## src/rtl/reg_exec_pkg.sv

```systemverilog
// Shared definitions for the register-bank execution controller:
// default widths, opcode values and controller state encoding.
package reg_exec_pkg;

  localparam int DATA_W = 8;
  localparam int REG_AW = 3;

  localparam logic [2:0] OP_ADD = 3'd0;
  localparam logic [2:0] OP_SUB = 3'd1;
  localparam logic [2:0] OP_AND = 3'd2;
  localparam logic [2:0] OP_OR  = 3'd3;
  localparam logic [2:0] OP_XOR = 3'd4;
  localparam logic [2:0] OP_MOV = 3'd5;
  localparam logic [2:0] OP_LDI = 3'd6;
  localparam logic [2:0] OP_CMP = 3'd7;

  typedef enum logic [1:0] {
    ST_IDLE  = 2'd0,
    ST_READ  = 2'd1,
    ST_EXEC  = 2'd2,
    ST_WRITE = 2'd3
  } state_e;

endpackage

```

## src/rtl/reg_exec_alu.sv

```systemverilog
// Combinational ALU for the EXEC step: result plus carry/borrow.
// Carry/borrow is the top bit of the one-bit-wider sum/difference.
module reg_exec_alu #(
  parameter int DATA_W = reg_exec_pkg::DATA_W
) (
  input  logic [2:0]        op,
  input  logic [DATA_W-1:0] a,
  input  logic [DATA_W-1:0] b,
  input  logic [DATA_W-1:0] imm,
  output logic [DATA_W-1:0] result,
  output logic              carry
);
  import reg_exec_pkg::*;

  logic [DATA_W:0] w_sum;
  logic [DATA_W:0] w_diff;

  assign w_sum  = {1'b0, a} + {1'b0, b};
  assign w_diff = {1'b0, a} - {1'b0, b};

  always_comb begin
    result = '0;
    carry  = 1'b0;
    case (op)
      OP_ADD: begin
        result = w_sum[DATA_W-1:0];
        carry  = w_sum[DATA_W];
      end
      OP_SUB, OP_CMP: begin
        result = w_diff[DATA_W-1:0];
        carry  = w_diff[DATA_W];
      end
      OP_AND: result = a & b;
      OP_OR:  result = a | b;
      OP_XOR: result = a ^ b;
      OP_MOV: result = a;
      OP_LDI: result = imm;
      default: begin
        result = '0;
        carry  = 1'b0;
      end
    endcase
  end

endmodule

```

## src/rtl/reg_exec_ctrl.sv

```systemverilog
// Initiator-side controller for register_bank: one op at a time,
// IDLE -> READ -> EXEC -> WRITE, fixed 4-cycle cadence.
module reg_exec_ctrl #(
  parameter int DATA_W = reg_exec_pkg::DATA_W,
  parameter int REG_AW = reg_exec_pkg::REG_AW
) (
  input  logic              clk,
  input  logic              rst,
  input  logic              req_valid,
  output logic              req_ready,
  input  logic [2:0]        req_op,
  input  logic [REG_AW-1:0] req_rd,
  input  logic [REG_AW-1:0] req_ra,
  input  logic [REG_AW-1:0] req_rb,
  input  logic [DATA_W-1:0] req_imm,
  output logic              done,
  output logic [DATA_W-1:0] result,
  output logic              flag_z,
  output logic              flag_c,
  output logic [REG_AW-1:0] ri_a,
  output logic [REG_AW-1:0] ri_b,
  output logic [REG_AW-1:0] ri_d,
  output logic              rw,
  output logic [DATA_W-1:0] d,
  input  logic [DATA_W-1:0] a,
  input  logic [DATA_W-1:0] b
);
  import reg_exec_pkg::*;

  state_e              r_state;
  logic [2:0]          r_op;
  logic [REG_AW-1:0]   r_rd;
  logic [DATA_W-1:0]   r_imm;
  logic [REG_AW-1:0]   r_ri_a;
  logic [REG_AW-1:0]   r_ri_b;
  logic [REG_AW-1:0]   r_ri_d;
  logic [DATA_W-1:0]   r_d;
  logic                r_rw;
  logic                r_done;
  logic [DATA_W-1:0]   r_result;
  logic                r_flag_z;
  logic                r_flag_c;

  logic [DATA_W-1:0]   w_alu_result;
  logic                w_alu_carry;

  reg_exec_alu #(.DATA_W(DATA_W)) u_alu (
    .op     (r_op),
    .a      (a),
    .b      (b),
    .imm    (r_imm),
    .result (w_alu_result),
    .carry  (w_alu_carry)
  );

  always_ff @(posedge clk or posedge rst) begin
    if (rst) begin
      r_state  <= ST_IDLE;
      r_op     <= '0;
      r_rd     <= '0;
      r_imm    <= '0;
      r_ri_a   <= '0;
      r_ri_b   <= '0;
      r_ri_d   <= '0;
      r_d      <= '0;
      r_rw     <= 1'b0;
      r_done   <= 1'b0;
      r_result <= '0;
      r_flag_z <= 1'b0;
      r_flag_c <= 1'b0;
    end else begin
      r_rw   <= 1'b0;
      r_done <= 1'b0;
      case (r_state)
        ST_IDLE: begin
          if (req_valid) begin
            r_op    <= req_op;
            r_rd    <= req_rd;
            r_imm   <= req_imm;
            r_ri_a  <= req_ra;
            r_ri_b  <= req_rb;
            r_state <= ST_READ;
          end
        end
        // Read indices settle here; operands are sampled only at the end of EXEC.
        ST_READ: r_state <= ST_EXEC;
        ST_EXEC: begin
          r_result <= w_alu_result;
          r_flag_z <= (w_alu_result == '0);
          r_flag_c <= w_alu_carry;
          r_ri_d   <= r_rd;
          r_d      <= w_alu_result;
          r_rw     <= (r_op != OP_CMP);
          r_done   <= 1'b1;
          r_state  <= ST_WRITE;
        end
        ST_WRITE: r_state <= ST_IDLE;
        default:  r_state <= ST_IDLE;
      endcase
    end
  end

  assign req_ready = (r_state == ST_IDLE);
  assign done      = r_done;
  assign result    = r_result;
  assign flag_z    = r_flag_z;
  assign flag_c    = r_flag_c;
  assign ri_a      = r_ri_a;
  assign ri_b      = r_ri_b;
  assign ri_d      = r_ri_d;
  assign rw        = r_rw;
  assign d         = r_d;

endmodule
```

## config.mk

```make
export PLATFORM = sky130hd
export DESIGN_NAME = reg_exec_ctrl
export DESIGN_NICKNAME = d
export VERILOG_FILES = /design/src/rtl/reg_exec_pkg.sv /design/src/rtl/reg_exec_alu.sv /design/src/rtl/reg_exec_ctrl.sv
export SDC_FILE = /design/constraint.sdc
export NUM_CORES = 1
export LEC_CHECK = 0
export ABC_AREA = 1
export CELL_PAD_IN_SITES_DETAIL_PLACEMENT = 0
export CELL_PAD_IN_SITES_GLOBAL_PLACEMENT = 1
export CORE_ASPECT_RATIO = 1.25
export CORE_MARGIN = 3
export CORE_UTILIZATION = 39
export DETAILED_ROUTE_END_ITERATION = 12
export GPL_TIMING_DRIVEN = 0
export HOLD_SLACK_MARGIN = 0.12
export PLACE_DENSITY_LB_ADDON = 0.1
export SYNTH_ARGS = -nofsm -noshare
export SYNTH_HDL_FRONTEND = slang
export SYNTH_SLANG_ARGS = --single-unit
```

## constraint.sdc

```tcl
create_clock -name clk -period 3.9 [get_ports clk]
set_input_delay 0.78 -clock clk [delete_from_list [all_inputs] [get_ports clk]]
set_output_delay 0.78 -clock clk [all_outputs]
set_load 0.005 [all_outputs]
```

Word level (Yosys, flattened, before mapping)
Cells that the tools add are included.
{"block": "op_classes", "muxes": 6, "addsub": 2, "eq_ne": 12, "n_bitwise": 3, "reduce_logical": 5}
{"operator": "$pmux 8 s7", "count": 1}
{"operator": "$eq 3x3->1 const B", "count": 4}
{"operator": "$add 8x8->9", "count": 1}
{"operator": "$sub 8x8->9", "count": 1}
{"operator": "$and 8x8->8", "count": 1}
{"operator": "$logic_not 8->1", "count": 1}
{"operator": "$or 8x8->8", "count": 1}
{"operator": "$pmux 2 s4", "count": 1}
{"operator": "$xor 8x8->8", "count": 1}
{"operator": "$eq 3x2->1 const B", "count": 2}
{"operator": "$eq 2x2->1 const B", "count": 2}
{"operator": "$eq 3x1->1 const B", "count": 1}
{"operator": "$logic_not 3->1", "count": 1}
{"operator": "$ne 3x3->1 const B", "count": 1}
{"operator": "$eq 2x1->1 const B", "count": 1}
{"operator": "$logic_not 2->1", "count": 1}
{"operator": "$mux 1", "count": 2}
{"operator": "$mux 2", "count": 1}
{"operator": "$ne 2x2->1 const B", "count": 1}
{"operator": "$pmux 1 s2", "count": 1}
{"operator": "$reduce_and 2->1", "count": 1}
{"operator": "$reduce_or 2->1", "count": 1}
{"block": "totals", "register_bits": 37, "inputBits": 39, "out_inout_bits": 30, "elab_cells": 40}

Longest topological paths before layout
Gate-level depths: netlist of the first run.
{"block": "logic_depth", "word_depth": 4, "ltp_mapped": 14, "ltp_nobuf": 14}

Modules after synthesis
A second synthesis of the first run with hierarchy kept.
{"block": "unflattened", "cells_unflattened": 409, "hier_area_um2": 2867.8}
{"mod": "reg_exec_ctrl", "area_each_um2": 1572.8, "seq_area_each_um2": 925.9, "instances": 1, "cells_per_inst": 175}
{"mod": "reg_exec_alu", "area_each_um2": 1295.0, "seq_area_each_um2": 0.0, "instances": 1, "cells_per_inst": 234}

Least setup slack after synthesis of the first run
No wires, ideal clock.
{"block": "synth_timing", "path_kind": "input-to-reg", "startpoint": "in a[0]", "endpoint": "reg r_flag_z, in the netlist flag_z", "path_buffers": 0, "arrival_ps": 2104, "t_required_ps": 3834, "setup_time_ps": 66, "setup_slack_ps": 1730, "cell_stages": 11, "path_cell_list": "inv_1 > ha_1 > fa_1 > xor2_1 > a21oi_1 > nand3_1 > nor2_1 > nand2_1 > nor2_1 > nand4_1 > nand2_1"}
{"block": "synth_via", "elab_chain_len": 3, "word_cells_on_any_way": 7, "cone_classes": "add/sub: 2; mux: 1; bitwise: 3; reduce/logical: 1"}
{"element": "start: declaration", "line": "reg_exec_ctrl.sv:25", "rtl": "input logic [DATA_W-1:0] a,"}
{"element": "$sub 8x8->9 (tied with other cells)", "line": "reg_exec_alu.sv:19", "rtl": "assign w_diff = {1'b0, a} - {1'b0, b};"}
{"element": "$pmux 8 s7 *", "line": "reg_exec_alu.sv:24", "rtl": "case (op)"}
{"element": "$logic_not 8->1 *", "line": "reg_exec_ctrl.sv:89", "rtl": "r_flag_z <= (w_alu_result == '0);"}
{"element": "end signal: assignment", "line": "reg_exec_ctrl.sv:89"}
{"element": "end: declaration", "line": "reg_exec_ctrl.sv:41", "rtl": "logic r_flag_z;"}
Every way passes the cells marked *; elsewhere a longest branch is shown, timed or not.
A chain may end at the register's enable or synchronous reset.

Final worst setup path of the first run
{"block": "layout_timing", "startpoint": "in a[3]", "endpoint": "reg r_flag_z, in the netlist flag_z"}
Same word-level chain as after synthesis.

==> results.cfg, run 1 <==
[routing]
route.vias.total = 2691
wl_per_cell_um = 14.0
wirelength_um = 7550
drc = 0
drt-pass1-iter-count = 5
ant_nets = 0
viasPerCell = 4.99
drt-initial-drc-count = 158

[timing]
finalSetupTns_ns = 0
slew_headroom_pct = 48.5
setup_viol_count_final = 0
hold_ws_ns = 0.474
rsz0062_at_grt = no
finClkSkew_ns = 0.00319
max_freq_ghz = 0.364
tightest_slew_ns = 0.771
period_needed_ns = 2.74
slew_viol_final = 0
fin_crit_sh_pct = 70.4
timing.final.hold_violations = 0

[synthesis]
synth-seq-area-share_pct = 32.8
synth_top_area_share_pct = 32.8
synth.avg_cell_area_sq_um = 7.56
netlist_area_sq_um = 2820
yosysWarnings = 0
yosysUniqueCellTypes = 31
netlist_top_cells_area = dfrtp_1 (33%), nand2_1 (12%), ha_1 (12%)
syn_nets = 441
synth_area_leader_cell = dfrtp_1
synthesis.instances = 373
ys_seq_elements = 37

[layout]
drive_above_1_share_pct = 10.2
mostFrequentLayoutCell = nand2_1
layout.nets = 516
postLayoutCellArea_sq_um = 3690
register_area_sq_um = 926
multi_input_area_sq_um = 1580
n_fill_cell = 722
n_antenna_cell = 0
syn_to_final_growth_pct = 31.1
final_cell_mix = nand2_1 (93), clkdlybuf4s50_1 (68), inv_1 (47), dfrtp_1 (37), nand3_1 (30)

[global_routing]
grt_antenna_before_repair = 0
grt_overflow = 0
grt_pass1_vias = 2602
grt_first_pass_wirelength_um = 12400
grt_max_degree = 38
gr-usage-all-layers_pct = 19.6

[power_and_ir_drop]
switching_share_pct = 40.4
p_clk_share_pct = 11.5
power_leakage_nw = 1.85
internal-power_mw = 1.34
p_sw_mw = 0.907
power.total_mw = 2.25
ir_drop_uv = 342
comb_power_share_pct = 58.0
seq_power_share_pct = 30.5
pwr_density_cell_nw_per_um2 = 608

[setup_path]
worst-endpoint-required_ns = 4.08
cp_max_fo = 10
rrSetupSlack_ns = 2.02
crit_arrival_ns = 2.92
start_kind = input pin
critical_path_class = input pin to flop
worstSetupEndpointType = flop

[placed_design]
dpl.hpwl_um = 5950
routabilityCongestion = 0.839
place_area_sq_um = 3610
io_buffers = 68

[clock_network]
insertion_delay_ns = 0.28
cts_hold_buf = 0
root_buffer = clkbuf_8
path_clk_slew_ns = 0.07
cts_tree = built
postCtsSetupBuffers = 0
cts_buffers = 5
clock_path_buffers = 2
cts_max_level = 2
clock-sinks = 37
cts-resized-gates = 0

[flow_run]
cap_violations = 0

[floorplan]
die_y_um = 101
rows = 34
die_x_um = 82.0
dieArea_sq_um = 8290
start_util_pct = 40.4
core-area_sq_um = 6980
ioPinCount = 69

[run_status]
status = finished clean

[worst_hold_path]
hp-class = flop to flop
[per-stage QoR]
stage,utilization [%],worst slack (ns),std cells
2_1_floorplan,-,1.73,373
3_3_place_gp,51.8,0.874,531
3_5_place_dp,51.8,0.864,531
4_1_cts,53.0,1.16,539
5_1_grt,53.0,0.917,539
6_report,53.0,1.16,539
[sequential cells by signal, summed over array words and instances (netlist names), 2 cells and up]
name and flops:
ri_d 3, r_op 3, ri_b 3, ri_a 3, r_rd 3, r_imm 8, result 8, r_state 2
[cells by family after synthesis]
kind of cell / after synthesis / synth area share [%]
xor+xnor: 3 / 0.932
buf+inv: 71 / 11.2
simple gates: 175 / 27.1
mux: 17 / 6.79
fa+ha+maj: 29 / 13.4
flops: 37 / 32.8
compound gates: 41 / 7.77
[worst paths after layout]
path | start | to | cells past startpoint
setup / recovery | a[3] | flag_z | 13
hold / removal | r_rd[0] | ri_d[0] | 2
setup reg to reg | r_op[0] | flag_z | 10
hold reg to reg | r_rd[0] | ri_d[0] | 2
max in group asynchronous | rst | r_imm[7] | 2
min in group asynchronous | rst | ri_b[2] | 2
[power by group through the flow]
stage	sequential (mW)	combinational (mW)	clock [mW]
detailed placement	0.692	1.31	0
global route	0.715	1.46	0.279
finish	0.685	1.30	0.258
floorplan	0.676	0.761	0
CTS	0.688	1.32	0.267
global placement	0.686	1.30	0
[metal layers]
layer / GRT usage (%) / routed length, um / up-vias
met5: 0 / 0 / -
met4: 6.52 / 150 / 0
met3: 2.50 / 363 / 11
met2: 33.7 / 3750 / 81
met1: 24.9 / 3290 / 1245
li1: - / - / 1354
[final cells by class]
type | count | share of cell area (%)
buffer | 20 | 3.35
clock buffer | 6 | 1.96
clock inverter | 2 | 0.271
inverter | 51 | 5.18
multi-input combinational | 265 | 42.7
sequential | 37 | 25.1
tap | 90 | 3.05
timing repair buffer | 68 | 18.4
[synthesized netlist by cell type]
library cell / number
and2_1: 1
nand4_1: 16
nand2_1: 93
nand3_2: 1
nand3_1: 30
buf_6: 1
or2_2: 1
clkbuf_2: 1
nor2_1: 29
clkinv_1: 2
ha_1: 27
mux2_2: 17
o211ai_1: 2
fa_1: 2
o21ai_0: 18
inv_2: 1
o21ai_1: 1
buf_2: 5
nand2_2: 1
inv_1: 48
nor3_4: 1
a22oi_1: 1
clkbuf_1: 2
nor3_1: 2
xor2_1: 3
buf_4: 9
dfrtp_1: 37
o21a_1: 1
buf_1: 2
o221ai_1: 1
a21oi_1: 17
[worst max-delay path, cell delays in order]
cell             delay, ns
clkdlybuf4s50_1       0.57
inv_1                 0.07
ha_1                  0.27
buf_2                 0.20
nor2_1                0.09
o21ai_0               0.28
nand3_1               0.17
nand2_1               0.09
nand3_1               0.08
nand2_1               0.08
nand2_1               0.08
nand4_1               0.11
nand2_1               0.06
Note: power is estimated with default switching activity, not from simulation.
==> run 2, diff against run 1 <==
--- a/config.mk
+++ b/config.mk
@@ -10,7 +10,7 @@
 export CELL_PAD_IN_SITES_GLOBAL_PLACEMENT = 1
 export CORE_ASPECT_RATIO = 1.25
 export CORE_MARGIN = 3
-export CORE_UTILIZATION = 39
+export CORE_UTILIZATION = 32
 export DETAILED_ROUTE_END_ITERATION = 12
 export GPL_TIMING_DRIVEN = 0
 export HOLD_SLACK_MARGIN = 0.12
==> constraint.sdc (replaced) <==
create_clock -name clk -period 2.2 [get_ports clk]
set_input_delay 0.44 -clock clk [delete_from_list [all_inputs] [get_ports clk]]
set_output_delay 0.44 -clock clk [all_outputs]
set_load 0.005 [all_outputs]
==> run 2 against run 1 <==
Against the previous run: worst setup slack lost 1.0 ns; cell count grew 5.8%; design area grew 8.6%; sequential power grew 75%; largest power group unchanged; worst hold slack lost 0.0012 ns; critical path type unchanged; global-route usage shrank 3.4 points.
==> results.cfg, run 2 (same netlist as run 1, synthesis figures left out) <==
[run_status]
status = finished clean

[placed_design]
io_buffers = 68
routabilityCongestion = 0.883
place_area_sq_um = 3650
dpl.hpwl_um = 6150

[timing]
max_freq_ghz = 0.484
period_needed_ns = 2.07
fin_crit_sh_pct = 93.9
tightest_slew_ns = 0.759
setup_viol_count_final = 0
slew_viol_final = 0
finClkSkew_ns = 0.00983
slew_headroom_pct = 49.3
timing.final.hold_violations = 0
rsz0062_at_grt = no

[routing]
wl_per_cell_um = 13.9
wl_met3_um = 463
viasPerCell = 4.71
drt-pass1-iter-count = 5
wirelength_um = 7920
drc = 0
highest-signal-layer = met4
wl_met2_um = 3840
drt-initial-drc-count = 67
route.vias.total = 2687
ant_nets = 0
wl_met1_um = 3440

[layout]
final_cell_mix = nand2_1 (83), clkdlybuf4s50_1 (59), inv_1 (42), dfrtp_1 (37), nand3_1 (26)
drive_above_1_share_pct = 20.1
n_antenna_cell = 0
layout.nets = 520
n_fill_cell = 901
postLayoutCellArea_sq_um = 4010
syn_to_final_growth_pct = 42.3
final_util_pct = 47.6
mostFrequentLayoutCell = nand2_1

[setup_path]
crit_chain = clkdlybuf4s50_1, inv_1, ha_4, buf_8, nor2_4, o21ai_2, nand3_2, nand2_1, nand3_1, nand2_1, nand2_1, nand4_1, nand2_1
start_kind = input pin
cp_max_fo = 5
critical_path_class = input pin to flop
rrSetupSlack_ns = 0.35
worst-endpoint-required_ns = 2.39
slowest_delay_ns = 0.49
crit_top_cell = nand2_1
critPathSlowestCell = clkdlybuf4s50_1
critPathTopFamily = buffers and inverters
worstSetupEndpointType = flop
critPathBufInv = 3
crit_arrival_ns = 2.25

[clock_network]
path_clk_slew_ns = 0.08
cts_max_level = 2
cts_buffers = 5
cts_hold_buf = 0
clock_path_buffers = 2
root_buffer = clkbuf_8
cts_tree = built
clock-sinks = 37
insertion_delay_ns = 0.29

[floorplan]
rows = 37
start_util_pct = 33.5
die_x_um = 90.0
dieArea_sq_um = 9980
die_y_um = 111
ioPinCount = 69
core-area_sq_um = 8430

[global_routing]
grt_max_degree = 38
gr-usage-all-layers_pct = 16.2
grt_first_pass_wirelength_um = 13100
grt_antenna_before_repair = 0
grt_overflow = 0
grt_pass1_vias = 2654

[worst_hold_path]
hp-class = flop to flop

[power_and_ir_drop]
power_leakage_nw = 1.95
pwr_density_cell_nw_per_um2 = 1060
power.total_mw = 4.27
ir_drop_uv = 671

[flow_run]
cap_violations = 0
run 2: changes by cell type in the layout (fill, tap and decap cells not counted), moves of 4 or more:
cell             before  now
a21oi_1              17   11
a21oi_2               0    5
clkdlybuf4s50_1      68   59
dlygate4sd2_1         0    6
ha_1                 27   23
inv_1                47   42
inv_2                 2    6
nand2_1              93   83
nand2_2               1   11
nand3_1              30   26
nand3_2               1    5
nor2_1               29   23
nor2_4                0    4
run 2: per-stage QoR:
stage	TNS [ns]	hold WS [ns]	cells	setup WS [ns]
2_1_floorplan	0	0.443	373	0.370
3_3_place_gp	-3.29	0.451	558	-0.509
3_5_place_dp	-3.31	0.459	558	-0.503
4_1_cts	0	0.478	566	0.00520
5_1_grt	0	0.498	570	0.00297
6_report	0	0.472	570	0.135
run 2: final cells by class:
type | count | area (sq um) | area share (%)
Clock buffer | 6 | 82.6 | 2.06
Timing Repair Buffer | 72 | 728 | 18.1
Tap cell | 117 | 146 | 3.65
Inverter | 51 | 194 | 4.83
Buffer | 20 | 153 | 3.80
Sequential cell | 37 | 926 | 23.1
Clock inverter | 2 | 37.5 | 0.935
Multi-Input combinational cell | 265 | 1750 | 43.5
run 2: worst paths after layout:
check                      cells past startpoint  startpoint        end
max                                           13        b[3]     flag_z
min in group asynchronous                      2         rst    ri_a[2]
max in group asynchronous                      2         rst  result[1]
min reg2reg                                    2     r_rd[2]    ri_d[2]
max reg2reg                                   10     r_op[0]     flag_z
min                                            2     r_rd[2]    ri_d[2]
run 2: timing repair:
item                       4_1_cts  5_1_grt
setup endpoints to repair        6        5
setup buffers                    0        3
cloned                           0        1
pin swaps                        6       12
resized for setup               25       44
run 2: metal layers:
| layer | vias up | GRT usage (%) |
|---|---|---|
| met2 | 68 | 26.8 |
| met4 | 0 | 5.92 |
| met5 | - | 0 |
| met3 | 11 | 4.41 |
| li1 | 1357 | - |
| met1 | 1251 | 20.1 |
run 2: power breakdown:
part	internal [mW]	leakage (nW)	total [mW]	switching (mW)
registers	1.01	0.446	1.20	0.191
logic	1.22	1.45	2.45	1.23
clock network	0.369	0.0574	0.618	0.249
total	2.60	1.95	4.27	1.67
run 2: tightest hold or removal path: stages (launching register included):
cell	delay [ns]
dfrtp_1	0.34
nand2_1	0.05
nand2_1	0.05
==> run 3, diff against run 2 <==
--- a/config.mk
+++ b/config.mk
@@ -12,9 +12,10 @@
 export CORE_MARGIN = 3
 export CORE_UTILIZATION = 32
 export DETAILED_ROUTE_END_ITERATION = 12
-export GPL_TIMING_DRIVEN = 0
+export GPL_TIMING_DRIVEN = 1
 export HOLD_SLACK_MARGIN = 0.12
 export PLACE_DENSITY_LB_ADDON = 0.1
+export SETUP_SLACK_MARGIN = 0.4
 export SYNTH_ARGS = -nofsm -noshare
 export SYNTH_HDL_FRONTEND = slang
 export SYNTH_SLANG_ARGS = --single-unit
==> run 3 against run 2 <==
Against the previous run: utilization up 4.2 points; clock power down 3%; power up 5.4%; die area unchanged; design area up 8.9%; sequential power about the same; largest cell class unchanged; flip-flop and latch count unchanged; global-route usage up 0.87 points; register-to-register slack better by 0.17 ns; worst setup slack better by 0.31 ns; non-clock buffer count up 41; maximum frequency up 18%.
==> results.cfg, run 3 (same netlist as run 1, synthesis figures left out) <==
[placed_design]
place_inst = 594
place_area_sq_um = 3950
io_buffers = 68
dpl.hpwl_um = 6630
routabilityCongestion = 0.897

[routing]
wl_per_cell_um = 13.8
wirelength_um = 8420
route.vias.total = 2867
drc = 0
ant_nets = 0
drt-pass1-iter-count = 5
viasPerCell = 4.69
drt-initial-drc-count = 99

[layout]
finalNonFillerCells = 611
final_cell_mix = nand2_1 (86), buf_4 (60), clkdlybuf4s50_1 (53), dfrtp_1 (36), inv_1 (31)
final_util_pct = 51.9
syn_to_final_growth_pct = 55.0
n_antenna_cell = 0
drive_above_1_share_pct = 33.2
layout.nets = 561
postLayoutCellArea_sq_um = 4370
n_fill_cell = 858
mostFrequentLayoutCell = nand2_1

[power_and_ir_drop]
ir_drop_uv = 689
power_leakage_nw = 2.11
pwr_density_cell_nw_per_um2 = 1030

[timing]
finClkSkew_ns = 0.0101
period_needed_ns = 1.76
finalSetupTns_ns = 0
max_freq_ghz = 0.570
hold_ws_ns = 0.478
tightest_slew_ns = 0.461
slew_headroom_pct = 69.1
slew_viol_final = 0
setup_viol_count_final = 0
rsz0062_at_grt = yes
timing.final.hold_violations = 0
fin_crit_sh_pct = 79.8

[floorplan]
ioPinCount = 69
die_y_um = 111
die_x_um = 90.0
start_util_pct = 33.5
dieArea_sq_um = 9980
rows = 37
core-area_sq_um = 8430

[setup_path]
cp-startpoint = a[7]
critPathSlowestCell = clkdlybuf4s50_1
cp_max_fo = 4
worstRegToRegCells = 10
reg2reg_from = r_op[1]
critical_path_class = input pin to flop
worstSetupEndpointType = flop
crit_arrival_ns = 1.98
slowest_delay_ns = 0.51
path_depth = 10
crit_path_end = flag_z
r2r-end = flag_z
start_kind = input pin
critPathBufInv = 3
critPathTopFamily = buffers and inverters
rrSetupSlack_ns = 0.52
worst-endpoint-required_ns = 2.43
crit_chain = clkdlybuf4s50_1, inv_1, ha_4, inv_1, nand3_1, nand2_1, nor2_2, nor2_2, nand4_1, nand2_1

[run_status]
status = finished clean

[global_routing]
grt_first_pass_wirelength_um = 14000
grt_pass1_vias = 2898
grt_max_degree = 38
grt_overflow = 0
grt_antenna_before_repair = 0
gr-usage-all-layers_pct = 17.0

[clock_network]
cts_tree = built
cts_max_level = 2
path_clk_slew_ns = 0.08
clock_path_buffers = 2
cts_buffers = 5
insertion_delay_ns = 0.28
clock-sinks = 37
root_buffer = clkbuf_8

[worst_hold_path]
hp-class = flop to flop

[flow_run]
cap_violations = 0
-- run 3: cell count changes in the layout (fill, tap and decap cells not counted), moves of 5 or more --
| cell | delta |
|---|---|
| buf_4 | +48 |
| ha_1 | -8 |
| inv_2 | +10 |
| ha_4 | +5 |
| a21oi_2 | +5 |
| clkdlybuf4s50_1 | -6 |
| inv_1 | -11 |
-- run 3: worst min-delay path by stage --
| stage | start | cells after the start | end |
|---|---|---|---|
| after floorplan | r_rd[0] | 2 | ri_d[0] |
| after global placement | r_rd[0] | 2 | ri_d[0] |
| after detailed placement | ri_d[0] | 2 | ri_d[0] |
| after CTS | r_rd[1] | 2 | ri_d[1] |
| after global routing | r_rd[2] | 2 | ri_d[2] |
| final | ri_d[2] | 2 | ri_d[2] |
-- run 3: layout make-up --
class / instances / area (sq um) / share of cell area (%)
Clock inverter: 1 / 30.0 / 0.687
Multi-Input combinational cell: 265 / 1810 / 41.5
Sequential cell: 37 / 927 / 21.2
Inverter: 51 / 198 / 4.52
Timing Repair Buffer: 133 / 1170 / 26.7
Tap cell: 117 / 146 / 3.35
Clock buffer: 7 / 86.3 / 1.98
-- run 3: timing repair --
action	CTS	global route
setup endpoints to repair	10	8
buffers inserted	3	6
pin swaps	22	17
resized for setup	75	38
hold buffers	0	0
-- run 3: worst min-delay path: stages, from the launching register on --
cell and delay (ns):
dfrtp_1 0.35, nand2_1 0.06, nand2_1 0.04
-- run 3: report_power, final --
group	leakage (nW)	switching, mW	internal [mW]
sequential	0.445	0.205	1.02
clock	0.0585	0.231	0.370
combinational	1.61	1.30	1.39
total	2.11	1.73	2.77
-- run 3: layer usage --
layer / routed length, um / track usage [%]
met3: 437 / 3.73
met2: 4050 / 28.4
met4: 240 / 6.54
met1: 3690 / 21.4
met5: 0 / 0
-- run 3: through the flow --
| stage | setup WS (ns) | power, mW |
|---|---|---|
| CTS | 0.344 | 4.50 |
| finish | 0.444 | 4.50 |
| global placement | -0.345 | 3.71 |
| detailed placement | -0.363 | 3.73 |
| global route | 0.336 | 4.90 |
| floorplan | 0.407 | 2.55 |
